`src/rtl/nx_stream_arbiter.sv`:
```
// Round-robin message arbiter: merges STREAMS valid/ready inputs into one
// registered output stream without interleaving multi-beat messages.
module nx_stream_arbiter #(
  parameter int STREAMS      = 4,
  parameter int STREAM_WIDTH = 32,
  localparam int IDX_W       = $clog2(STREAMS)
) (
  input  logic                            clk_i,
  input  logic                            rst_i,
  input  logic [STREAMS*STREAM_WIDTH-1:0] inbound_data_i,
  input  logic [STREAMS-1:0]              inbound_last_i,
  input  logic [STREAMS-1:0]              inbound_valid_i,
  output logic [STREAMS-1:0]              inbound_ready_o,
  output logic [STREAM_WIDTH-1:0]         outbound_data_o,
  output logic                            outbound_last_o,
  output logic [IDX_W-1:0]                outbound_source_o,
  output logic                            outbound_valid_o,
  input  logic                            outbound_ready_i,
  output logic                            locked_o
);

  logic [STREAM_WIDTH-1:0] data_q, data_d;
  logic                    last_q, last_d;
  logic [IDX_W-1:0]        src_q, src_d;
  logic                    valid_q, valid_d;
  logic                    locked_q, locked_d;
  logic [IDX_W-1:0]        lock_idx_q, lock_idx_d;
  logic [IDX_W-1:0]        grant_q, grant_d;

  logic             slot_free;
  logic             cand;
  logic             accept;
  logic [IDX_W-1:0] sel;
  int               n;

  assign slot_free = !valid_q || outbound_ready_i;
  assign accept    = slot_free && cand;

  // Pick the locked stream, else the first valid stream after the last grant.
  always_comb begin
    sel  = '0;
    cand = 1'b0;
    n    = 0;
    if (locked_q) begin
      sel  = lock_idx_q;
      cand = inbound_valid_i[lock_idx_q];
    end else begin
      for (int k = 1; k <= STREAMS; k++) begin
        n = (int'(grant_q) + k) % STREAMS;
        if (!cand && inbound_valid_i[IDX_W'(n)]) begin
          cand = 1'b1;
          sel  = IDX_W'(n);
        end
      end
    end
  end

  // Ready goes only to the selected stream, and only when the slot can load.
  always_comb begin
    inbound_ready_o = '0;
    if (accept) inbound_ready_o[sel] = 1'b1;
  end

  // Next state of the output register, lock and round-robin pointer.
  always_comb begin
    data_d     = data_q;
    last_d     = last_q;
    src_d      = src_q;
    valid_d    = valid_q;
    locked_d   = locked_q;
    lock_idx_d = lock_idx_q;
    grant_d    = grant_q;
    if (accept) begin
      data_d  = inbound_data_i[int'(sel)*STREAM_WIDTH +: STREAM_WIDTH];
      last_d  = inbound_last_i[sel];
      src_d   = sel;
      valid_d = 1'b1;
      if (inbound_last_i[sel]) begin
        locked_d = 1'b0;
        grant_d  = sel;
      end else begin
        locked_d   = 1'b1;
        lock_idx_d = sel;
      end
    end else if (slot_free) begin
      valid_d = 1'b0;
    end
  end

  // State registers; stream 0 has priority after reset.
  always_ff @(posedge clk_i or posedge rst_i) begin
    if (rst_i) begin
      data_q     <= '0;
      last_q     <= 1'b0;
      src_q      <= '0;
      valid_q    <= 1'b0;
      locked_q   <= 1'b0;
      lock_idx_q <= '0;
      grant_q    <= IDX_W'(STREAMS - 1);
    end else begin
      data_q     <= data_d;
      last_q     <= last_d;
      src_q      <= src_d;
      valid_q    <= valid_d;
      locked_q   <= locked_d;
      lock_idx_q <= lock_idx_d;
      grant_q    <= grant_d;
    end
  end

  assign outbound_data_o   = data_q;
  assign outbound_last_o   = last_q;
  assign outbound_source_o = src_q;
  assign outbound_valid_o  = valid_q;
  assign locked_o          = locked_q;

endmodule

```
`config.mk`:
```
export PLATFORM = sky130hd
export DESIGN_NAME = nx_stream_arbiter
export DESIGN_NICKNAME = d
export VERILOG_FILES = /design/src/rtl/nx_stream_arbiter.sv
export SDC_FILE = /design/constraint.sdc
export NUM_CORES = 1
export LEC_CHECK = 0
export ABC_AREA = 1
export CAP_MARGIN = 20
export CORE_MARGIN = 2
export CORE_UTILIZATION = 25
export CTS_CLUSTER_DIAMETER = 60
export DETAILED_ROUTE_END_ITERATION = 8
export GPL_TIMING_DRIVEN = 0
export SLEW_MARGIN = 20
export SYNTH_ARGS = -nofsm -noshare
export SYNTH_HDL_FRONTEND = slang
export SYNTH_SLANG_ARGS = --single-unit
```
`constraint.sdc`:
```
create_clock -name clk_i -period 4.8 [get_ports clk_i]
set_clock_uncertainty 0.05 [all_clocks]
set_input_delay 0.48 -clock clk_i [delete_from_list [all_inputs] [get_ports clk_i]]
set_output_delay 0.48 -clock clk_i [all_outputs]
set_load 0.03 [all_outputs]
```
Word level (Yosys, flattened, before mapping)
Cells that the tools add are included.

Bits in registers: 41. Input port bits: 139. Output and inout port bits: 41. Word-level logic and storage cells: 68.

Add/sub/neg operators: 4. $lt $le $gt $ge: 7. Shifts and indexed selects: 1. Muxes and demuxes: 35. Bitwise logic cells: 1. Reductions and logical operators: 13.

Operator list (number): $shiftx 128x8->32 (1); $mux 1 (22); $lt 2x4->1 const B (4); $bmux 1 s2 (6); $mux 2 (5); $lt 2x3->1 const B (2); $logic_and 1x1->1 (5); $add 2x1->2 const B (2); $add 2x2->2 const B (2); $logic_not 1->1 (4); $mux 4 (1); $reduce_and 2->1 (2); $demux 1 s2 (1); $ge 2x1->1 const B (1); $reduce_bool 2->1 (1); $logic_or 1x1->1 (1); $not 1->1 (1).

Logic depth before layout (Yosys ltp)
Gate-level depths: netlist of the first run.

Depth after elaboration: 23. Mapped depth: 18. Depth with buffers taken out: 16.

Least setup slack after synthesis of the first run
Ideal clock, no wire load.

Path kind: register to output. From: register grant_q[0]. To: output inbound_ready_o[1]. Arrival time: 2.368 ns. Setup slack: 1.902 ns. Cell stages (with the launch flop): 15. Buffers on the path: 2. Path through: dfstp_2 -> buf_4 -> inv_4 -> nand2_1 -> nand2_1 -> nand2_1 -> nand2_1 -> nor2_4 -> nand3_1 -> nand2_2 -> nand3_4 -> nand2_4 -> buf_4 -> inv_1 -> nor3_1.

Longest elaborated chain between the ends: 23.

RTL lines: start, declared (line 28) `logic [IDX_W-1:0] grant_q, grant_d;`; start signal, assigned (line 99) `grant_q <= IDX_W'(STREAMS - 1);`; start signal, assigned (line 107) `grant_q <= grant_d;`; $add 2x1->2 (line 49) `n = (int'(grant_q) + k) % STREAMS;`; $bmux 1 s2 (line 50) `if (!cand && inbound_valid_i[IDX_W'(n)]) begin`; $mux 1 (implied by the code) (2 in a row) (line 50); $mux 1 (line 50); $mux 1 (line 44) `if (locked_q) begin`; $logic_not 1->1 (line 50); $logic_and 1x1->1 (line 50); $mux 1 (line 50); [6 not listed]; $logic_and 1x1->1 (line 50); $mux 2 (line 50); $mux 2 (line 44); $lt 2x3->1 (implied by the code) / $ge 2x1->1 (equally long branches) (line 61) `if (accept) inbound_ready_o[sel] = 1'b1;`; $logic_and 1x1->1 (implied by the code) (line 61); $mux 1 (implied by the code) (line 61); $demux 1 s2 (line 61); $mux 4 * (line 61); end, declared (line 13) `output logic [STREAMS-1:0] inbound_ready_o,`.

Every way passes the cells marked *; elsewhere a longest branch is shown, timed or not. The select of a mux whose other input is x is not followed.

Worst setup path in the final report of the first run
From: input inbound_valid_i[1]. To: output inbound_ready_o[0].

Longest elaborated chain between the ends: 22.

RTL lines: start, declared (line 12) `input logic [STREAMS-1:0] inbound_valid_i,`; $bmux 1 s2 (line 50); $mux 1 (implied by the code) (2 in a row) (line 50); $mux 1 (line 50); $mux 1 (line 44); $logic_not 1->1 (line 50); $logic_and 1x1->1 (line 50); $mux 1 (line 50); $mux 1 (line 44); [5 not listed]; $logic_and 1x1->1 (line 50); $mux 2 (line 50); $mux 2 (line 44); $lt 2x3->1 (implied by the code) / $ge 2x1->1 (equally long branches) (line 61); $logic_and 1x1->1 (implied by the code) (line 61); $mux 1 (implied by the code) (line 61); $demux 1 s2 (line 61); $mux 4 * (line 61).

Marked as above.

==> results.yml, run 1 <==
status:
  status: "finished, final reports clean"
critical_path:
  crit_fanout: 10
  required_ps: 4270
  cp.arrival_ps: 3280
  critPathLaunchType: "primary input"
  worst_setup_path_end_kind: "output port"
  path_class: "primary input to output port"
clock_network:
  numCtsBuffers: 5
  clock-sinks: 41
  post-cts-setup-buffers: 0
  cts_tree: "done"
  clkTransAtPathRegs_ps: 60
  cts-root-buf: "clkbuf_16"
  clock_latency_ps: 280
  htree_num_levels: 2
  ctsResizeCount: 0
  cts_buffer_depth: 2
  cts_hold_buf: 0
route:
  wl_per_cell_um: 14.45
  vias: 4243
  vias_per_cell: 4.499
  drc_errors: 0
  ant_nets: 0
  drtPass1Iterations: 5
  drt_iter0_drc: 238
  routed_wl_um: 13630
timing:
  slew_viol_final: 0
  slew_headroom_pct: 57.65
  rsz0062_at_grt: "no"
  setup_tns_ps: 0
  worstMarginPinSlew_ps: 635.2
  period_needed_ps: 3814
  finalCritPeriodShare_pct: 79.46
  setup_violations: 0
  fmax_mhz: 262.2
  layout_setup_ws_ps: 985.8
  final_hold_viol_count: 0
worst_hold_path:
  hold_path.class: "flip-flop to flip-flop"
logic_synthesis:
  yosysUniqueCellTypes: 25
  synth.net_count: 718
  synth_cells: 579
  synth_area_um2: 3374
  yosys_register_bits: 41
  yosysSeqAreaShare_pct: 30.48
  ys_warn_count: 0
  avgSynthCellArea_um2: 5.828
grt:
  grt_pass1_vias: 4171
  grt_max_degree: 23
  antenna_found_initial: 0
  grt_pass1_wl_um: 21030
  grt_overflow_total: 0
  grt_usage_pct: 18.46
final_layout:
  diodes: 0
  fin_util_pct: 42.38
  layout_common_cells: "nand2_1, clkdlybuf4s50_1, nand3_1"
  stdcell_count: 943
  final_common_cell: "nand2_1"
  drive_above_1_share_pct: 8.214
  final_nets: 905
  syn2layout_area_growth_pct: 65.67
pwr:
  powerDensity_nw_per_um2: 784.3
  leakagePower_nw: 2.880
  peakVddDrop_v: 0.0002444
place:
  dpl.hpwl_um: 10680
  place_congestion: 0.8229
  place_ws_ps: 890.7
  dp_cells: 935
  io_buffers: 179
floorplanning:
  rows: 42
  io_pins: 180
  chipWidth_um: 120.2
  die_area_um2: 14440
  start_util_pct: 25.58
  die_h_um: 120.2
  coreArea_um2: 13190
flow_run:
  cap_violations: 0
==> state kept, by name, indices dropped and copies added, names as in the netlist <==
signal	flops
grant_q	2
lock_idx_q	2
locked_o	1
outbound_data_o	32
outbound_last_o	1
outbound_source_o	2
outbound_valid_o	1
==> cell usage after synthesis, drive strengths merged <==
library cell / n / area (um^2)
nand3: 84 / 483.0
nor2: 6 / 30.03
buf: 30 / 204.0
a21oi: 2 / 10.01
nand4: 3 / 18.77
nand2: 373 / 1420
o21ai: 7 / 35.03
or2: 1 / 6.260
nor3: 4 / 20.02
clkbuf: 8 / 30.03
dfrtp: 39 / 975.9
dfstp: 2 / 52.55
a21boi: 1 / 7.510
inv: 17 / 66.31
o211ai: 1 / 7.510
nand3b: 1 / 7.510
==> report_power, final <==
group          leakage (nW)  switching [mW]  internal [mW]
Combinational          2.29            2.14           1.21
Clock                0.0831           0.140          0.260
Sequential            0.507           0.103          0.529
==> per-layer routing <==
layer  track usage, %  wire [um]  vias to the layer above
met3            3.915       1022                       12
met5                0          0                        -
met4            4.044        172                        0
li1                 -          -                     2172
met1            22.92       5680                     1892
met2            32.78       6752                      167
==> critical path, stage by stage <==
cell and delay (ps):
clkdlybuf4s50_1 520, nand2_1 70, nand2_1 90, nand2_2 80, nand2_2 110, nor2_4 50
nand4_1 70, o21ai_0 120, nor2_1 370, inv_1 210, buf_2 230, nor3_1 180
clkdlybuf4s50_1 700
==> kinds of logic after synthesis <==
family	share of synthesized area, %
AOI/OAI and AO/OA	1.780
buffers and inverters	8.899
DFF	30.48
and+or+nand+nor	58.84
==> per-stage QoR <==
stage / hold WS (ps) / power, mW / area (um^2)
3_3_place_gp: 410.4 / 3.970 / 5386
5_1_grt: 454.2 / 4.831 / 5590
6_report: 431.9 / 4.384 / 5590
3_5_place_dp: 415.7 / 4.010 / 5414
4_1_cts: 433.1 / 4.431 / 5590
2_1_floorplan: 422.2 / 2.903 / 3374
==> area by class of cell <==
class	count	area, um^2
Tap cell	176	220.2
Buffer	38	234.0
Timing Repair Buffer	180	1819
Multi-Input combinational cell	483	2046
Sequential cell	41	1028
Inverter	17	66.31
Clock buffer	6	138.9
Fill cell	1441	7600
Clock inverter	2	37.54
==> path summary, 6_finish.rpt <==
check	start	to	slack (ps)	depth (start not counted)
max reg2reg	grant_q[0]	outbound_source_o[1]	2310	13
min reg2reg	outbound_data_o[10]	outbound_data_o[10]	430	2
max in group asynchronous	rst_i	outbound_data_o[19]	3690	3
max	inbound_valid_i[1]	inbound_ready_o[0]	990	13
min in group asynchronous	rst_i	outbound_data_o[30]	510	2
min	outbound_data_o[10]	outbound_data_o[10]	430	2
(Power assumes the default switching activity.)
==> run 2: changes to the inputs <==
- clock period: 4.8 -> 3.5 ns (I/O delays scaled with it)
==> results.yml, run 2 (synthesis results as in run 1) <==
clock_network:
  clkTransAtPathRegs_ps: 70
  clock_latency_ps: 280
  clock-sinks: 41
  numCtsBuffers: 5
  cts-root-buf: "clkbuf_16"
  htree_num_levels: 2
  post-cts-setup-buffers: 0
  cts_buffer_depth: 2
  cts_tree: "done"
critical_path:
  required_ps: 3100
  max_stage_delay_ps: 510
  cp_cell_sequence: "buf_4 -> inv_4 -> nand2_1 -> nand2_1 -> nand2_1 -> nand2_1 -> nor2_4 -> nand3_1 -> nand2_2 -> nand3_4 -> nand2_4 -> buf_4 -> inv_1 -> nor3_1 -> dlygate4sd2_1"
  critPathLaunchType: "flip-flop"
  r2r-end: "outbound_data_o[8]"
  r2r_slack_ps: 1060
  timing.rr.start: "grant_q[0]"
  critical_path.top_delay_family: "simple AND/OR/NAND/NOR gates"
  critical_path.startpoint: "grant_q[0]"
  cp-endpoint: "inbound_ready_o[3]"
  crit_buf_inv: 5
  path_class: "flip-flop to output port"
  crit_fanout: 10
  slowest_stage: "dfstp_2"
  cp.arrival_ps: 2840
  cp_common_cell: "nand2_1"
  r2r_cells: 17
  worst_setup_path_end_kind: "output port"
  path_depth: 15
timing:
  finalCritPeriodShare_pct: 92.55
  rsz0062_at_grt: "no"
  setup_violations: 0
  final_hold_viol_count: 0
  period_needed_ps: 3239
  slew_viol_final: 0
  layout_setup_ws_ps: 260.9
  worstMarginPinSlew_ps: 625.2
  slew_headroom_pct: 58.32
  fmax_mhz: 308.7
grt:
  grt_pass1_vias: 4182
  grt_max_degree: 23
  grt_overflow_total: 0
  grt_pass1_wl_um: 21090
  grt_usage_pct: 18.52
  antenna_found_initial: 0
pwr:
  powerDensity_nw_per_um2: 1073
  clock_power_share_pct: 9.2
  leakagePower_nw: 2.897
  internal_power_mw: 2.725
  p_comb_share_pct: 76.4
  power.total_mw: 5.994
  peakVddDrop_v: 0.0003353
  swShare_pct: 54.54
  p_switching_mw: 3.269
  seq_power_share_pct: 14.5
floorplanning:
  chipWidth_um: 120.2
  start_util_pct: 25.58
  io_pins: 180
  die_h_um: 120.2
  die_area_um2: 14440
  coreArea_um2: 13190
  rows: 42
final_layout:
  fillers: 1443
  fin_util_pct: 42.36
  stdcell_count: 943
  diodes: 0
  drive_above_1_share_pct: 8.344
  final_common_cell: "nand2_1"
  largest_register_ffs: 32
  syn2layout_area_growth_pct: 65.59
  layout_common_cells: "nand2_1, clkdlybuf4s50_1, nand3_1"
  final_nets: 905
worst_hold_path:
  hold_path.class: "primary input to asynchronous set/reset pin"
place:
  place_congestion: 0.8229
  place_ws_ps: -149.3
  dp_cells: 935
  io_buffers: 179
  dpl.hpwl_um: 10680
route:
  vias: 4238
  vias_per_cell: 4.494
  drtPass1Iterations: 4
  ant_nets: 0
  routed_wl_um: 13600
  drt_iter0_drc: 253
  wl_per_cell_um: 14.42
  drc_errors: 0
status:
  status: "finished, final reports clean"
flow_run:
  cap_violations: 0
-- run 2: cell types whose count changed in the layout (fill, tap and decap cells not counted), sizes merged --
| cell | previous run | this run |
|---|---|---|
| dlygate4sd2 | 0 | 4 |
| clkdlybuf4s50 | 179 | 175 |
-- run 2: power groups by stage --
stage               registers (mW)  clock network (mW)  logic, mW
floorplan                     1.24                   0       2.74
global placement             0.866                   0       4.58
detailed placement           0.871                   0       4.63
CTS                          0.869               0.564       4.63
global route                 0.895               0.584       5.13
finish                       0.867               0.549       4.58
-- run 2: cell type report --
type	instances	area [um^2]	share of cell area [%]
multi-input cells	483	2048	36.65
repair buffers	180	1814	32.47
flip-flops and latches	41	1028	18.41
plain buffers	38	234.0	4.187
well taps	176	220.2	3.941
clock buffers	6	138.9	2.485
inverters	17	66.31	1.187
clock inverters	2	37.54	0.6717
-- run 2: how the worst min path moves through the flow --
stage                        startpoint                   to  slack [ps]  cells past startpoint
floorplan              outbound_ready_i     outbound_valid_o         400                      1
global placement    outbound_data_o[30]  outbound_data_o[30]         410                      2
detailed placement  outbound_data_o[10]  outbound_data_o[10]         420                      2
CTS                               rst_i  outbound_data_o[30]         400                      2
global route                      rst_i   outbound_data_o[3]         420                      2
finish                            rst_i  outbound_data_o[30]         380                      2
-- run 2: what timing repair did --
action / in CTS / in global routing
endpoints found under the setup margin: 4 / 4
gates resized for setup: 5 / 1
hold buffers: 0 / 0
pin swaps: 0 / 0
-- run 2: metal layers --
metal	vias to the layer above	wire (um)	global-route usage [%]
li1	2171	-	-
met1	1891	5653	22.95
met2	164	6714	32.95
met3	12	1057	3.915
met4	0	172	4.044
met5	-	0	0
-- run 2: per-stage QoR --
stage / setup TNS (ps) / hold WS (ps) / instance area (um^2)
floorplan: 0 / 396.4 / 3374
global placement: -533.8 / 410.4 / 5386
detailed placement: -520.5 / 415.7 / 5414
CTS: 0 / 398.1 / 5588
global route: 0 / 416.2 / 5588
finish: 0 / 384.4 / 5588
==> run 3: changes to the inputs <==
- clock period: 3.5 -> 3.2 ns (I/O delays scaled with it)
==> results.yml, run 3 (synthesis results as in run 1) <==
final_layout:
  syn2layout_area_growth_pct: 65.74
  layout_common_cells: "nand2_1, clkdlybuf4s50_1, nand3_1"
  final_common_cell: "nand2_1"
  diodes: 0
  drive_above_1_share_pct: 8.996
  final_nets: 905
  largest_register_ffs: 32
route:
  ant_nets: 0
  drtPass1Iterations: 4
  drt_iter0_drc: 253
  top_layer_used: "met4"
  vias_per_cell: 4.534
  wl_met2_um: 6646
  met1_length_um: 5782
  drc_errors: 0
  routed_wl_um: 13650
  wl_per_cell_um: 14.48
  met3_length_um: 1049
  vias: 4276
critical_path:
  worst_setup_path_end_kind: "output port"
  path_class: "flip-flop to output port"
  crit_fanout: 10
  cp.arrival_ps: 2650
  r2r_cells: 17
  timing.rr.start: "grant_q[0]"
  required_ps: 2830
  slowest_stage: "dfstp_2"
  cp_cell_sequence: "buf_4 -> inv_4 -> nand2_1 -> nand2_1 -> nand2_1 -> nand2_1 -> nor2_4 -> nand3b_1 -> nand4_1 -> nand2_1 -> buf_2 -> buf_2 -> nor3_1 -> clkbuf_2"
  critical_path.startpoint: "grant_q[0]"
  max_stage_delay_ps: 510
  critPathLaunchType: "flip-flop"
  cp_common_cell: "nand2_1"
place:
  place_congestion: 0.8229
  io_buffers: 179
  dpl.hpwl_um: 10680
clock_network:
  cts-root-buf: "clkbuf_16"
  post-cts-setup-buffers: 0
  numCtsBuffers: 5
  ctsResizeCount: 14
  clock_latency_ps: 280
  clock-sinks: 41
  cts_buffer_depth: 2
  clkTransAtPathRegs_ps: 70
  cts_tree: "done"
  htree_num_levels: 2
  cts_hold_buf: 0
pwr:
  leakagePower_nw: 2.890
  internal_power_mw: 2.989
  peakVddDrop_v: 0.0003639
  swShare_pct: 54.68
  powerDensity_nw_per_um2: 1179
  clock_power_share_pct: 9.2
  power.total_mw: 6.595
  p_switching_mw: 3.606
  p_comb_share_pct: 76.4
  seq_power_share_pct: 14.4
timing:
  setup_tns_ps: 0
  setup_violations: 0
  finalCritPeriodShare_pct: 94.37
  final_hold_viol_count: 0
  rsz0062_at_grt: "no"
  slew_headroom_pct: 58.34
  slew_viol_final: 0
  period_needed_ps: 3020
  worstMarginPinSlew_ps: 624.9
  fmax_mhz: 331.1
grt:
  grt_pass1_wl_um: 21130
  grt_max_degree: 23
  antenna_found_initial: 0
  grt_pass1_vias: 4187
  grt_overflow_total: 0
  grt_usage_pct: 18.55
floorplanning:
  io_pins: 180
  die_area_um2: 14440
  rows: 42
  start_util_pct: 25.58
  die_h_um: 120.2
  coreArea_um2: 13190
  chipWidth_um: 120.2
worst_hold_path:
  hold_path.class: "primary input to asynchronous set/reset pin"
status:
  status: "finished, final reports clean"
flow_run:
  cap_violations: 0
## run 3: changes by cell type in the layout (fill, tap and decap cells not counted)
cell	previous run	this run
buf_2	19	20
buf_4	4	5
clkbuf_2	0	2
dlygate4sd2_1	4	0
nand2_4	1	0
nand2_8	0	1
nor2_2	1	0
nor2_4	1	2
o21ai_1	1	0
o21ai_2	0	1
## run 3: critical path: cells and delay by family, from the launching register on
| kind | cells | cell delay, ps |
|---|---|---|
| buffers and inverters | 5 | 920 |
| DFF | 1 | 510 |
| and+or+nand+nor | 9 | 920 |
## run 3: final cells by class
class | count | area (um^2)
sequential | 41 | 1028
inverter | 17 | 66.31
fill | 1448 | 7597
clock inverter | 2 | 37.54
buffer | 38 | 234.0
timing repair buffer | 180 | 1802
multi-input combinational | 483 | 2066
tap | 176 | 220.2
clock buffer | 6 | 138.9
## run 3: power groups by stage
stage | Clock (mW) | Combinational [mW] | Sequential (mW)
after floorplan | 0 | 3.00 | 1.35
after global placement | 0 | 5.01 | 0.948
after detailed placement | 0 | 5.06 | 0.953
after CTS | 0.617 | 5.08 | 0.952
after global routing | 0.639 | 5.64 | 0.980
final | 0.604 | 5.04 | 0.951
## run 3: per-layer routing
| layer | global-route usage, % | vias up |
|---|---|---|
| met3 | 3.915 | 12 |
| met2 | 33.03 | 173 |
| met4 | 4.044 | 0 |
| li1 | - | 2174 |
| met5 | 0 | - |
| met1 | 22.98 | 1917 |
## run 3: stage by stage
step / utilization [%] / hold WS, ps / cells / instance area, um^2 / setup slack, ps
after global placement: 40.84 / 410.4 / 934 / 5386 / -383.6
final: 42.40 / 352.6 / 943 / 5593 / 180.2
after global routing: 42.40 / 386.2 / 943 / 5593 / 4.301
after floorplan: - / 366.4 / 579 / 3374 / 461.7
after detailed placement: 41.05 / 415.7 / 935 / 5414 / -389.3
after CTS: 42.47 / 368.1 / 943 / 5602 / 2.930
## run 3: final timing paths
| path | to | slack, ps |
|---|---|---|
| min in group clk_i | outbound_data_o[10] | 430 |
| worst min register to register | outbound_data_o[10] | 430 |
| worst max-delay path | inbound_ready_o[2] | 180 |
| worst min-delay path | outbound_data_o[4] | 350 |
| max in group asynchronous | outbound_data_o[19] | 2250 |
| worst max register to register | outbound_data_o[8] | 770 |
